===== src/rtl/uart_tx_fifo.sv =====
// uart_tx_fifo: character FIFO between a bus-side writer and a UART transmitter
// Ports: clk, rst (async, active-high), flush (sync discard);
//   in_data/in_valid/in_ready  write side, ready = !full && !flush;
//   out_data/out_valid/out_ready  head character to the transmitter;
//   level, empty, full, almost_full  occupancy status (all pointer-derived).
// Optional macro UART_TX_FIFO_BYPASS_EN: when empty and the transmitter is ready,
//   in_data is forwarded combinationally without touching the pointers.
module uart_tx_fifo #(
  parameter int DATA_BITS = 8,
  parameter int DEPTH     = 16,
  parameter int AF_LEVEL  = DEPTH - 2
) (
  input  logic                       clk,
  input  logic                       rst,
  input  logic                       flush,
  input  logic [DATA_BITS-1:0]       in_data,
  input  logic                       in_valid,
  output logic                       in_ready,
  output logic [DATA_BITS-1:0]       out_data,
  output logic                       out_valid,
  input  logic                       out_ready,
  output logic [$clog2(DEPTH):0]     level,
  output logic                       empty,
  output logic                       full,
  output logic                       almost_full
);
  localparam int AW = $clog2(DEPTH);
  localparam int PW = AW + 1;
  logic [DATA_BITS-1:0] mem [DEPTH];
  logic [PW-1:0] wr_ptr, rd_ptr;
  logic wr_en, rd_en;
  logic [DATA_BITS-1:0] head;
  assign level       = wr_ptr - rd_ptr;
  assign empty       = level == '0;
  assign full        = level == PW'(DEPTH);
  assign almost_full = level >= PW'(AF_LEVEL);
  assign in_ready    = !full && !flush;
  // Empty forces 0 so uninitialised memory never reaches the transmitter.
  assign head        = empty ? '0 : mem[rd_ptr[AW-1:0]];
`ifdef UART_TX_FIFO_BYPASS_EN
  logic bypass;
  // Forwarded character is delivered this cycle, so neither pointer moves.
  assign bypass    = empty && in_valid && out_ready && !flush;
  assign out_valid = !empty || bypass;
  assign out_data  = bypass ? in_data : head;
  assign wr_en     = in_valid && in_ready && !bypass;
  assign rd_en     = out_valid && out_ready && !bypass;
`else
  assign out_valid = !empty;
  assign out_data  = head;
  assign wr_en     = in_valid && in_ready;
  assign rd_en     = out_valid && out_ready;
`endif
  always_ff @(posedge clk or posedge rst)
    if (rst) begin
      wr_ptr <= '0;
      rd_ptr <= '0;
    end else if (flush) begin
      wr_ptr <= '0;
      rd_ptr <= '0;
    end else begin
      if (wr_en) wr_ptr <= wr_ptr + 1'b1;
      if (rd_en) rd_ptr <= rd_ptr + 1'b1;
    end
  // Storage is never cleared; reset and flush only move the pointers.
  always_ff @(posedge clk)
    if (wr_en) mem[wr_ptr[AW-1:0]] <= in_data;
endmodule

===== config.mk =====
export PLATFORM = sky130hd
export DESIGN_NAME = uart_tx_fifo
export DESIGN_NICKNAME = d
export VERILOG_FILES = /design/src/rtl/uart_tx_fifo.sv
export SDC_FILE = /design/constraint.sdc
export NUM_CORES = 1
export LEC_CHECK = 0
export BUFFER_PORTS_ARGS = -buffer_cell sky130_fd_sc_hd__buf_2
export CORE_MARGIN = 1.5
export CORE_UTILIZATION = 56
export CTS_CLUSTER_SIZE = 25
export DETAILED_ROUTE_END_ITERATION = 7
export PLACE_DENSITY = 0.8
export SLEW_MARGIN = 20
export SYNTH_ARGS = -nofsm -noshare
export SYNTH_HDL_FRONTEND = slang
export SYNTH_SLANG_ARGS = --single-unit

===== constraint.sdc =====
create_clock -name clk -period 4.2 [get_ports clk]
set_input_delay 0.42 -clock clk [delete_from_list [all_inputs] [get_ports clk]]
set_output_delay 0.42 -clock clk [all_outputs]
set_load 0.05 [all_outputs]

## After elaboration in Yosys (flattened, before gate mapping)

Memory sizes are Yosys's and may differ from the RTL's.
Index checks and enable logic that the tools add are counted.

- $add $sub $neg: 3
- Order comparisons: 1
- Equality and inequality tests: 1
- Muxes and demuxes: 7
- Reductions and logical operators: 9

Operators with widths:

| kind | number |
|---|---|
| 5-bit two-way mux | 4 |
| 5-bit by 1-bit adder with 5-bit output (second input constant) | 2 |
| 8-bit two-way mux | 1 |
| 5-bit equality test (second input constant) | 1 |
| 5-bit by 4-bit >= comparator with 1-bit output (second input constant) | 1 |
| 5-bit zero test | 1 |
| 5-bit subtractor | 1 |
| 2-bit nonzero test | 2 |
| 1-bit logical AND | 3 |
| 1-bit zero test | 3 |
| 1-bit two-way mux | 2 |

- Flip-flop bits (word level): 10
- RAM bits: 128
- Logic and storage cells: 24
- Memories: 1

Memory list:

| name | words | bits a word | rd ports | clocked after memory_dff | wr ports | line | RTL |
|---|---|---|---|---|---|---|---|
| mem | 16 | 8 | 1 | 0 | 1 | 29 | `logic [DATA_BITS-1:0] mem [DEPTH];` |

## Logic depth before layout (Yosys ltp)

Gate-level depths: netlist (run 1).

- Depth after elaboration: 7
- Gate-level depth with buffers: 11

## Least setup slack after synthesis (run 1)

Ideal clock, no wire load.

- Path type: reg2out
- From: register rd_ptr[2]
- To: output out_data[0]
- Arrival time: 3.641 ns
- Data required time: 3.780 ns
- Slack: 0.139 ns
- Stages on the path, launching flop included: 11
- Buffers on the path: 3
- Path through: dfrtp_1 -> buf_2 -> buf_1 -> inv_1 -> buf_2 -> ha_1 -> xor2_1 -> inv_1 -> a211o_2 -> a21oi_2 -> a211oi_1

- Longest elaborated chain between the ends: 3

Ends and longest elaborated chain:

| item | line | RTL |
|---|---|---|
| start, declared | 30 | `logic [PW-1:0] wr_ptr, rd_ptr;` |
| start signal, assigned | 63 | `if (rd_en) rd_ptr <= rd_ptr + 1'b1;` |
| 5-bit subtractor | 33 | `assign level = wr_ptr - rd_ptr;` |
| net level[2] | 22 | `output logic [$clog2(DEPTH):0] level,` |
| 5-bit zero test | 34 | `assign empty = level == '0;` |
| net empty | 23 | `output logic empty,` |
| 8-bit two-way mux | 39 | `assign head = empty ? '0 : mem[rd_ptr[AW-1:0]];` |
| end, declared | 19 | `output logic [DATA_BITS-1:0] out_data,` |

The timed path passes the listed nets, and every way through them passes these cells.

## Worst setup path after layout (run 1)

- From: register wr_ptr[0]
- To: output out_data[6]

- Longest elaborated chain between the ends: 3

Ends and longest elaborated chain:

| item | line | RTL |
|---|---|---|
| start, declared | 30 |  |
| start signal, assigned | 62 | `if (wr_en) wr_ptr <= wr_ptr + 1'b1;` |
| 5-bit subtractor | 33 |  |
| 5-bit zero test | 34 |  |
| 8-bit two-way mux | 39 |  |

No other way between the ends.

==> results.yml, run 1 <==
outcome:
  outcome: "complete, no violations"
sta:
  skew_ns: 0.00870
  rsz0062_at_grt: "no"
  slew_violations: 0
  timing.hold.ws_ns: 0.281
  fin_crit_sh_pct: 89.5
  fmax_mhz: 266
  worstMarginPinSlew_ns: 0.795
  slew_headroom_pct: 45.7
  setup_ws_ns: 0.442
  hold_viol: 0
  setup_tns_ns: 0
  period_minus_slack_ns: 3.76
  setup_viol: 0
placement:
  dp_hpwl_um: 7520
  io_buffers: 30
  place.gp.congestion: 0.828
  dp_worst_setup_slack_ns: 0.929
power:
  p_per_area_nw_per_um2: 708
  vdd_drop_max_v: 0.000904
  leakagePower_nw: 2.40
synthesis:
  synth_seq_cells: 138
  synth_compound_area_share_pct: 3.26
  synthMuxAreaShare_pct: 15.4
  synth_xor_area_share_pct: 0.720
  synth_top_family_by_area: "multiplexers"
  synthSimpleGateAreaFrac_pct: 7.11
  syn_nets: 351
  synthAdderAreaFrac_pct: 2.24
  syn_avg_cell_area_um2: 18.0
  ys.warnings.count: 0
  syn_inst: 328
  yosysSeqAreaShare_pct: 69.3
  ys_types: 38
  syn-cell-area_um2: 5910
critical_path:
  cp-end-kind: "output pin"
  cp-start-kind: "flop"
  crit_arrival_ns: 3.34
  cp.required_ns: 3.78
  critPathMaxFanout: 10
  worstSetupPathType: "reg2out"
finish:
  final_layout_size_suffix_gt1_share_pct: 31.8
  n_fill_cell: 678
  diodes: 0
  final_cell_mix: "edfxtp_1 (128), mux4_2 (32), buf_2 (30)"
  nets: 391
  final_common_cell: "edfxtp_1"
  area_growth_pct: 13.8
clock_network:
  cts.repair.resized: 0
  cts-root-buf: "clkbuf_8"
  clkSlewWorstSetupHoldPaths_ns: 0.06
  cts_hold_buffers: 1
  clock-sinks: 138
  htree_levels: 4
  post_cts_buffers: 0
  clk_latency_ns: 0.53
  cts_buffer_depth: 2
  cts_tree: "done"
  cts_made_buffers: 17
routing:
  drt_iter0_markers: 263
  ant_nets: 0
  drt-pass1-iter-count: 5
  routed-via-count: 3125
  drc_errors: 0
  routedWlPerCell_um: 23.1
  drt_wl_total_um: 12000
  viasPerCell: 6.04
die:
  die_h_um: 106
  start_util_pct: 57.5
  fp.dieArea_um2: 11200
  core_um2: 10300
  die_w_um: 106
  rows: 37
  io_pins: 31
global_route:
  antenna_found_initial: 0
  gr-usage-all-layers_pct: 23.6
  grt_start_max_net_pins: 37
  grt_pass1_wl_um: 18700
  grt_pass1_vias: 3210
  gr-total-overflow: 0
flow_run:
  drv_cap: 0
min_path:
  hp-class: "in2reg"
[worst max-delay path: stages (launching register included)]
cell and delay (ns):
dfrtp_1 0.41, inv_1 0.12, ha_1 0.24, fa_1 0.40, nand2b_1 0.15, a21oi_1 0.22, xor2_2 0.33, inv_4 0.13
a21oi_2 0.42, a211oi_1 0.14, buf_2 0.25
[final cells by class]
class | instances | area (um^2) | share of cell area [%]
sequential | 138 | 4100 | 60.9
tap | 136 | 170 | 2.53
inverter | 13 | 51.3 | 0.763
timing repair buffer | 35 | 190 | 2.83
clock inverter | 12 | 93.8 | 1.40
multi-input combinational | 163 | 1700 | 25.3
clock buffer | 20 | 425 | 6.33
[routing by layer]
layer  global-route usage [%]  share of wire (%)
met5                        0                  0
met4                     7.92                1.9
met3                     6.00                7.0
met2                     38.8                 51
met1                     31.2                 40
[flip-flops by register name, indices dropped and copies added, names as in the netlist]
name    cells
wr_ptr      5
rd_ptr      5
mem       128
[synthesized netlist by cell type (all sizes together)]
master | instances | area share, %
a211o | 1 | 0.17
a21boi | 1 | 0.19
a21oi | 10 | 0.91
a2111oi | 1 | 0.15
dfrtp | 10 | 4.2
buf | 9 | 0.80
ha | 9 | 1.9
nor2 | 15 | 0.95
and3 | 20 | 2.2
nand2b | 5 | 0.53
mux2 | 8 | 1.5
nor2b | 4 | 0.42
and4bb | 2 | 0.42
fa | 1 | 0.34
mux4 | 32 | 12
nand3 | 1 | 0.085
and4b | 2 | 0.36
a31o | 1 | 0.15
and3b | 1 | 0.15
inv | 12 | 0.80
clkinv | 1 | 0.063
nand2 | 20 | 1.4
xor2 | 4 | 0.72
clkbuf | 5 | 0.32
nand4 | 4 | 0.42
edfxtp | 128 | 65
mux2i | 10 | 1.7
a211oi | 10 | 1.7
nand3b | 1 | 0.13
[stage by stage]
stage,instances,power (mW),instance area (um^2),utilization [%]
after floorplan,328,3.08,5910,-
after global placement,484,3.46,6200,60.3
after detailed placement,484,3.49,6200,60.3
after CTS,517,4.79,6730,65.4
after global routing,517,4.94,6730,65.4
final,517,4.76,6730,65.4
[kinds of logic (layout without fill, tap and decap cells)]
logic type / after synthesis / in the layout
flops: 138 / 138
simple gates: 75 / 75
mux: 50 / 50
buf+inv: 27 / 80
compound gates: 24 / 24
fa+ha+maj: 10 / 10
xor+xnor: 4 / 4
[power breakdown]
part	internal [mW]	leakage (nW)	switching, mW	total (mW)
logic	0.571	0.872	1.32	1.89
clock network	0.731	0.237	0.569	1.30
registers	1.54	1.29	0.0323	1.58
total	2.85	2.40	1.92	4.76
[final timing paths]
| path | startpoint | depth (start not counted) | to | slack [ns] |
|---|---|---|---|---|
| min reg2reg | wr_ptr[1] | 2 | wr_ptr[1] | 0.66 |
| min in group asynchronous | rst | 3 | rd_ptr[1] | 0.43 |
| max reg2reg | wr_ptr[0] | 9 | mem[13][6] | 0.91 |
| max | wr_ptr[0] | 10 | out_data[6] | 0.44 |
| max in group asynchronous | rst | 3 | rd_ptr[0] | 3.45 |
| min | in_data[2] | 1 | mem[9][2] | 0.28 |
(Power assumes the default switching activity.)
==> inputs of run 2 (changes only) <==
clock period = 3.9 ns   (was 4.2 ns; I/O delays follow)
==> run 2 against run 1 <==
  * Clock skew rose by 0.0023 ns
  * Via count barely moved
  * Count of clock-buffer cells in the layout fell by 3
  * Die area did not move
  * Final cell count rose by 0.19%
  * Sequential cell count did not move
  * Setup slack got worse by 0.17 ns
==> results.yml, run 2 (synthesized netlist as in run 1, its figures left out) <==
outcome:
  outcome: "complete, no violations"
finish:
  area_growth_pct: 14.6
  final_cell_mix: "edfxtp_1 (128), mux4_2 (32), buf_2 (30)"
  final_common_cell: "edfxtp_1"
  final_layout_size_suffix_gt1_share_pct: 32.7
  nets: 392
  largest_reg_flops: 128
  fin_cells: 518
  n_fill_cell: 667
  finalCoreUtilization_pct: 65.9
  fin_area_um2: 6780
  diodes: 0
power:
  vdd_drop_max_v: 0.000946
  p_per_area_nw_per_um2: 773
  power_mw: 5.24
  leakagePower_nw: 2.43
placement:
  dp_worst_setup_slack_ns: 0.666
  dp_hpwl_um: 7560
  io_buffers: 30
  postPlaceCellArea_um2: 6200
  post-place-cells: 485
  place.gp.congestion: 0.864
sta:
  hold_viol: 0
  timing.hold.ws_ns: 0.249
  skew_ns: 0.0110
  rsz0062_at_grt: "no"
  setup_ws_ns: 0.272
  period_minus_slack_ns: 3.63
  setup_tns_ns: 0
  fin_crit_sh_pct: 93.0
  slew_headroom_pct: 49.0
  slew_violations: 0
  fmax_mhz: 276
  setup_viol: 0
  worstMarginPinSlew_ns: 0.746
die:
  die_w_um: 106
  start_util_pct: 57.5
  io_pins: 31
  fp.dieArea_um2: 11200
  rows: 37
  die_h_um: 106
  core_um2: 10300
clock_network:
  clock-sinks: 138
  htree_levels: 4
  cts_made_buffers: 17
  clk_latency_ns: 0.53
  cts_tree: "done"
  cts-root-buf: "clkbuf_8"
  clkSlewWorstSetupHoldPaths_ns: 0.06
  cts_buffer_depth: 2
global_route:
  grt_pass1_wl_um: 18600
  antenna_found_initial: 0
  grt_pass1_vias: 3255
  gr-total-overflow: 0
  gr-usage-all-layers_pct: 23.5
  grt_start_max_net_pins: 37
critical_path:
  critPathMaxFanout: 10
  crit_arrival_ns: 3.24
  worstPathCellList: "inv_1 > ha_1 > fa_1 > nand2b_1 > a21oi_1 > xor2_2 > inv_4 > a21oi_4 > a211oi_1 > buf_2"
  worstSetupPathType: "reg2out"
  cp-start-kind: "flop"
  crit_start: "wr_ptr[0]"
  rr_startpoint: "wr_ptr[0]"
  cp-end-kind: "output pin"
  cp.required_ns: 3.51
  slowest_delay_ns: 0.43
  slowest_stage: "dfrtp_1"
routing:
  viasPerCell: 6.04
  drt-pass1-iter-count: 5
  ant_nets: 0
  drc_errors: 0
  routed-via-count: 3127
  drt_wl_total_um: 11900
  drt_iter0_markers: 260
  routedWlPerCell_um: 22.9
min_path:
  hold_start: "in_data[7]"
  hp-class: "in2reg"
flow_run:
  drv_cap: 0
[run 2: where the power goes]
group | switching, mW | internal (mW)
combinational | 1.44 | 0.627
clock | 0.632 | 0.854
sequential | 0.0227 | 1.66
total | 2.09 | 3.14
[run 2: routing by layer]
layer / vias to the layer above / global-route usage (%) / wire, um
met2: 144 / 38.2 / 6140
li1: 1385 / - / -
met1: 1583 / 30.9 / 4800
met4: 0 / 8.69 / 187
met5: - / 0 / 0
met3: 15 / 6.18 / 745
[run 2: what timing repair did]
action,in CTS,in global routing
endpoints found under the setup margin,0,9
hold buffers,1,0
gates resized for setup,0,1
endpoints found under the hold margin,10,0
buffers inserted,0,0
[run 2: worst paths after layout]
check	cells past startpoint	slack, ns	end
min in group asynchronous	3	0.41	wr_ptr[1]
worst max-delay path	10	0.27	out_data[0]
max in group asynchronous	3	3.16	rd_ptr[0]
worst max register to register	9	0.58	mem[13][0]
worst min-delay path	1	0.25	mem[10][7]
worst min register to register	2	0.65	wr_ptr[4]
[run 2: critical path: cells and delay by family, from the launching register on]
kind            cells  cell delay (ns)
xor+xnor            1             0.34
buf+inv             3             0.50
flops               1             0.43
fa+ha+maj           2             0.63
compound gates      3             0.63
simple gates        1             0.17
[run 2: area by class of cell]
type | count | area (um^2) | area share (%)
Inverter | 13 | 51.3 | 0.757
Timing Repair Buffer | 36 | 198 | 2.92
Clock buffer | 17 | 414 | 6.11
Multi-Input combinational cell | 163 | 1710 | 25.2
Tap cell | 136 | 170 | 2.51
Clock inverter | 15 | 140 | 2.07
Sequential cell | 138 | 4100 | 60.4
==> inputs of run 3 (changes only) <==
==> constraint.sdc (replaced) <==
create_clock -name clk -period 3.9 [get_ports clk]
set_input_delay 0.585 -clock clk [delete_from_list [all_inputs] [get_ports clk]]
set_output_delay 0.585 -clock clk [all_outputs]
set_load 0.05 [all_outputs]
==> run 3 against run 2 <==
  * Die area unchanged
  * Critical path depth down 3
  * Final area up 0.28%
  * Critical path type unchanged
  * Count of clock-buffer cells in the layout unchanged
  * Non-clock buffer count unchanged
  * Combinational power about the same
  * Clock power up 3%
  * Sequential cell count unchanged
  * Highest routed layer unchanged
  * Clock skew down 0.0023 ns
==> results.yml, run 3 (synthesized netlist as in run 1, its figures left out) <==
sta:
  worstMarginPinSlew_ns: 0.672
  fin_crit_sh_pct: 95.2
  period_minus_slack_ns: 3.71
  setup_ws_ns: 0.186
  slew_headroom_pct: 55.2
  slew_violations: 0
  skew_ns: 0.00872
  setup_viol: 0
  hold_viol: 0
  fmax_mhz: 269
placement:
  dp_worst_setup_slack_ns: 0.589
  dp_hpwl_um: 7340
  place.gp.congestion: 0.821
  io_buffers: 30
clock_network:
  htree_levels: 4
  cts_made_buffers: 17
  cts_buffer_depth: 2
  clkSlewWorstSetupHoldPaths_ns: 0.07
  clock-sinks: 138
  cts_hold_buffers: 0
  cts-root-buf: "clkbuf_8"
  clk_latency_ns: 0.53
  cts_tree: "done"
power:
  pwr-share-clk_pct: 29.0
  power_mw: 5.28
  leakagePower_nw: 2.44
  p_per_area_nw_per_um2: 777
  vdd_drop_max_v: 0.000937
  p_comb_share_pct: 38.9
  p_seq_share_pct: 32.2
  swShare_pct: 40.0
  internal_power_mw: 3.17
  p_switching_mw: 2.11
routing:
  viasPerCell: 6.08
  routed-via-count: 3147
  drt_wl_total_um: 11700
  drc_errors: 0
  routedWlPerCell_um: 22.7
  drt-pass1-iter-count: 5
  drt_iter0_markers: 349
  ant_nets: 0
global_route:
  antenna_found_initial: 0
  grt_busiest_layer: "met2"
  grt_util_met1_pct: 31.4
  use_met2_pct: 36.5
  grt_pass1_wl_um: 18400
  gr-total-overflow: 0
  grt_start_max_net_pins: 37
  gr-usage-all-layers_pct: 23.2
  grt_pass1_vias: 3285
  grtUsageMet3_pct: 6.25
die:
  die_h_um: 106
  core_um2: 10300
  die_w_um: 106
  fp.dieArea_um2: 11200
  start_util_pct: 57.5
  io_pins: 31
  rows: 37
finish:
  n_fill_cell: 661
  nets: 392
  largest_reg_flops: 128
  diodes: 0
  area_growth_pct: 14.9
  final_cell_mix: "edfxtp_1 (128), mux4_2 (32), buf_2 (30)"
  final_common_cell: "edfxtp_1"
  final_layout_size_suffix_gt1_share_pct: 33.5
critical_path:
  cp-end-kind: "output pin"
  cp.required_ns: 3.31
  crit_arrival_ns: 3.13
  cp-start-kind: "flop"
  critPathMaxFanout: 10
  worstSetupPathType: "reg2out"
flow_run:
  drv_cap: 0
outcome:
  outcome: "complete, no violations"
min_path:
  hp-class: "in2async"
## run 3: cell types whose count changed in the layout (fill, tap and decap cells not counted)
cell           before  now
clkinv_1            2    1
dfrtp_2             1    2
clkinv_8            0    1
inv_6               5    2
dfrtp_1             9    8
buf_4               5    6
dlygate4sd3_1       1    0
inv_8               0    3
## run 3: what timing repair did
item / 4_1_cts / 5_1_grt
buffers inserted: 0 / 2
setup endpoints to repair: 0 / 10
hold endpoints to repair: 0 / 0
gates resized for setup: 0 / 1
## run 3: power by group through the flow
stage / Combinational, mW / Sequential [mW] / Clock (mW)
2_1_floorplan: 1.62 / 1.71 / 0
3_3_place_gp: 2.00 / 1.73 / 0
3_5_place_dp: 2.03 / 1.73 / 0
4_1_cts: 2.04 / 1.70 / 1.54
5_1_grt: 2.18 / 1.70 / 1.60
6_report: 2.05 / 1.70 / 1.53
## run 3: layout make-up
class | count | area, um^2 | area share [%]
Multi-Input combinational cell | 163 | 1710 | 25.1
Tap cell | 136 | 170 | 2.50
Clock inverter | 15 | 160 | 2.36
Timing Repair Buffer | 36 | 195 | 2.87
Inverter | 13 | 51.3 | 0.755
Sequential cell | 138 | 4100 | 60.3
Clock buffer | 17 | 414 | 6.10
## run 3: final timing paths
check                      startpoint     endpoint  slack (ns)  depth (start not counted)
max in group asynchronous         rst    rd_ptr[3]        3.50                          2
min                               rst    wr_ptr[4]        0.05                          2
max                         rd_ptr[1]  out_data[4]        0.19                          7
max reg2reg                 rd_ptr[1]   mem[14][7]        0.70                          7
min in group clk           in_data[3]   mem[12][3]        0.44                          1
min reg2reg                 wr_ptr[1]    wr_ptr[1]        0.64                          2
## run 3: metrics by stage
stage / utilization (%) / cells / hold slack (ns) / setup TNS, ns / instance area (um^2)
after floorplan: - / 328 / 0.425 / -2.24 / 5920
after global placement: 60.4 / 484 / 0.601 / 0 / 6200
after detailed placement: 60.4 / 484 / 0.619 / 0 / 6200
after CTS: 65.9 / 516 / 0.0629 / 0 / 6780
after global routing: 66.1 / 518 / 0.0823 / -0.0207 / 6790
final: 66.1 / 518 / 0.0545 / 0 / 6790
## run 3: worst max-delay path, stage by stage (launching register included)
cell and delay, ns:
dfrtp_1 0.62, clkinv_1 0.39, ha_1 0.30, a21oi_1 0.24, nand4_1 0.31, a21oi_4 0.41, a211oi_1 0.11, buf_2 0.23
## run 3: routing by layer
| layer | routed length, um | up-vias |
|---|---|---|
| met5 | 0 | - |
| met2 | 5720 | 157 |
| met3 | 876 | 23 |
| li1 | - | 1386 |
| met4 | 288 | 0 |
| met1 | 4850 | 1581 |
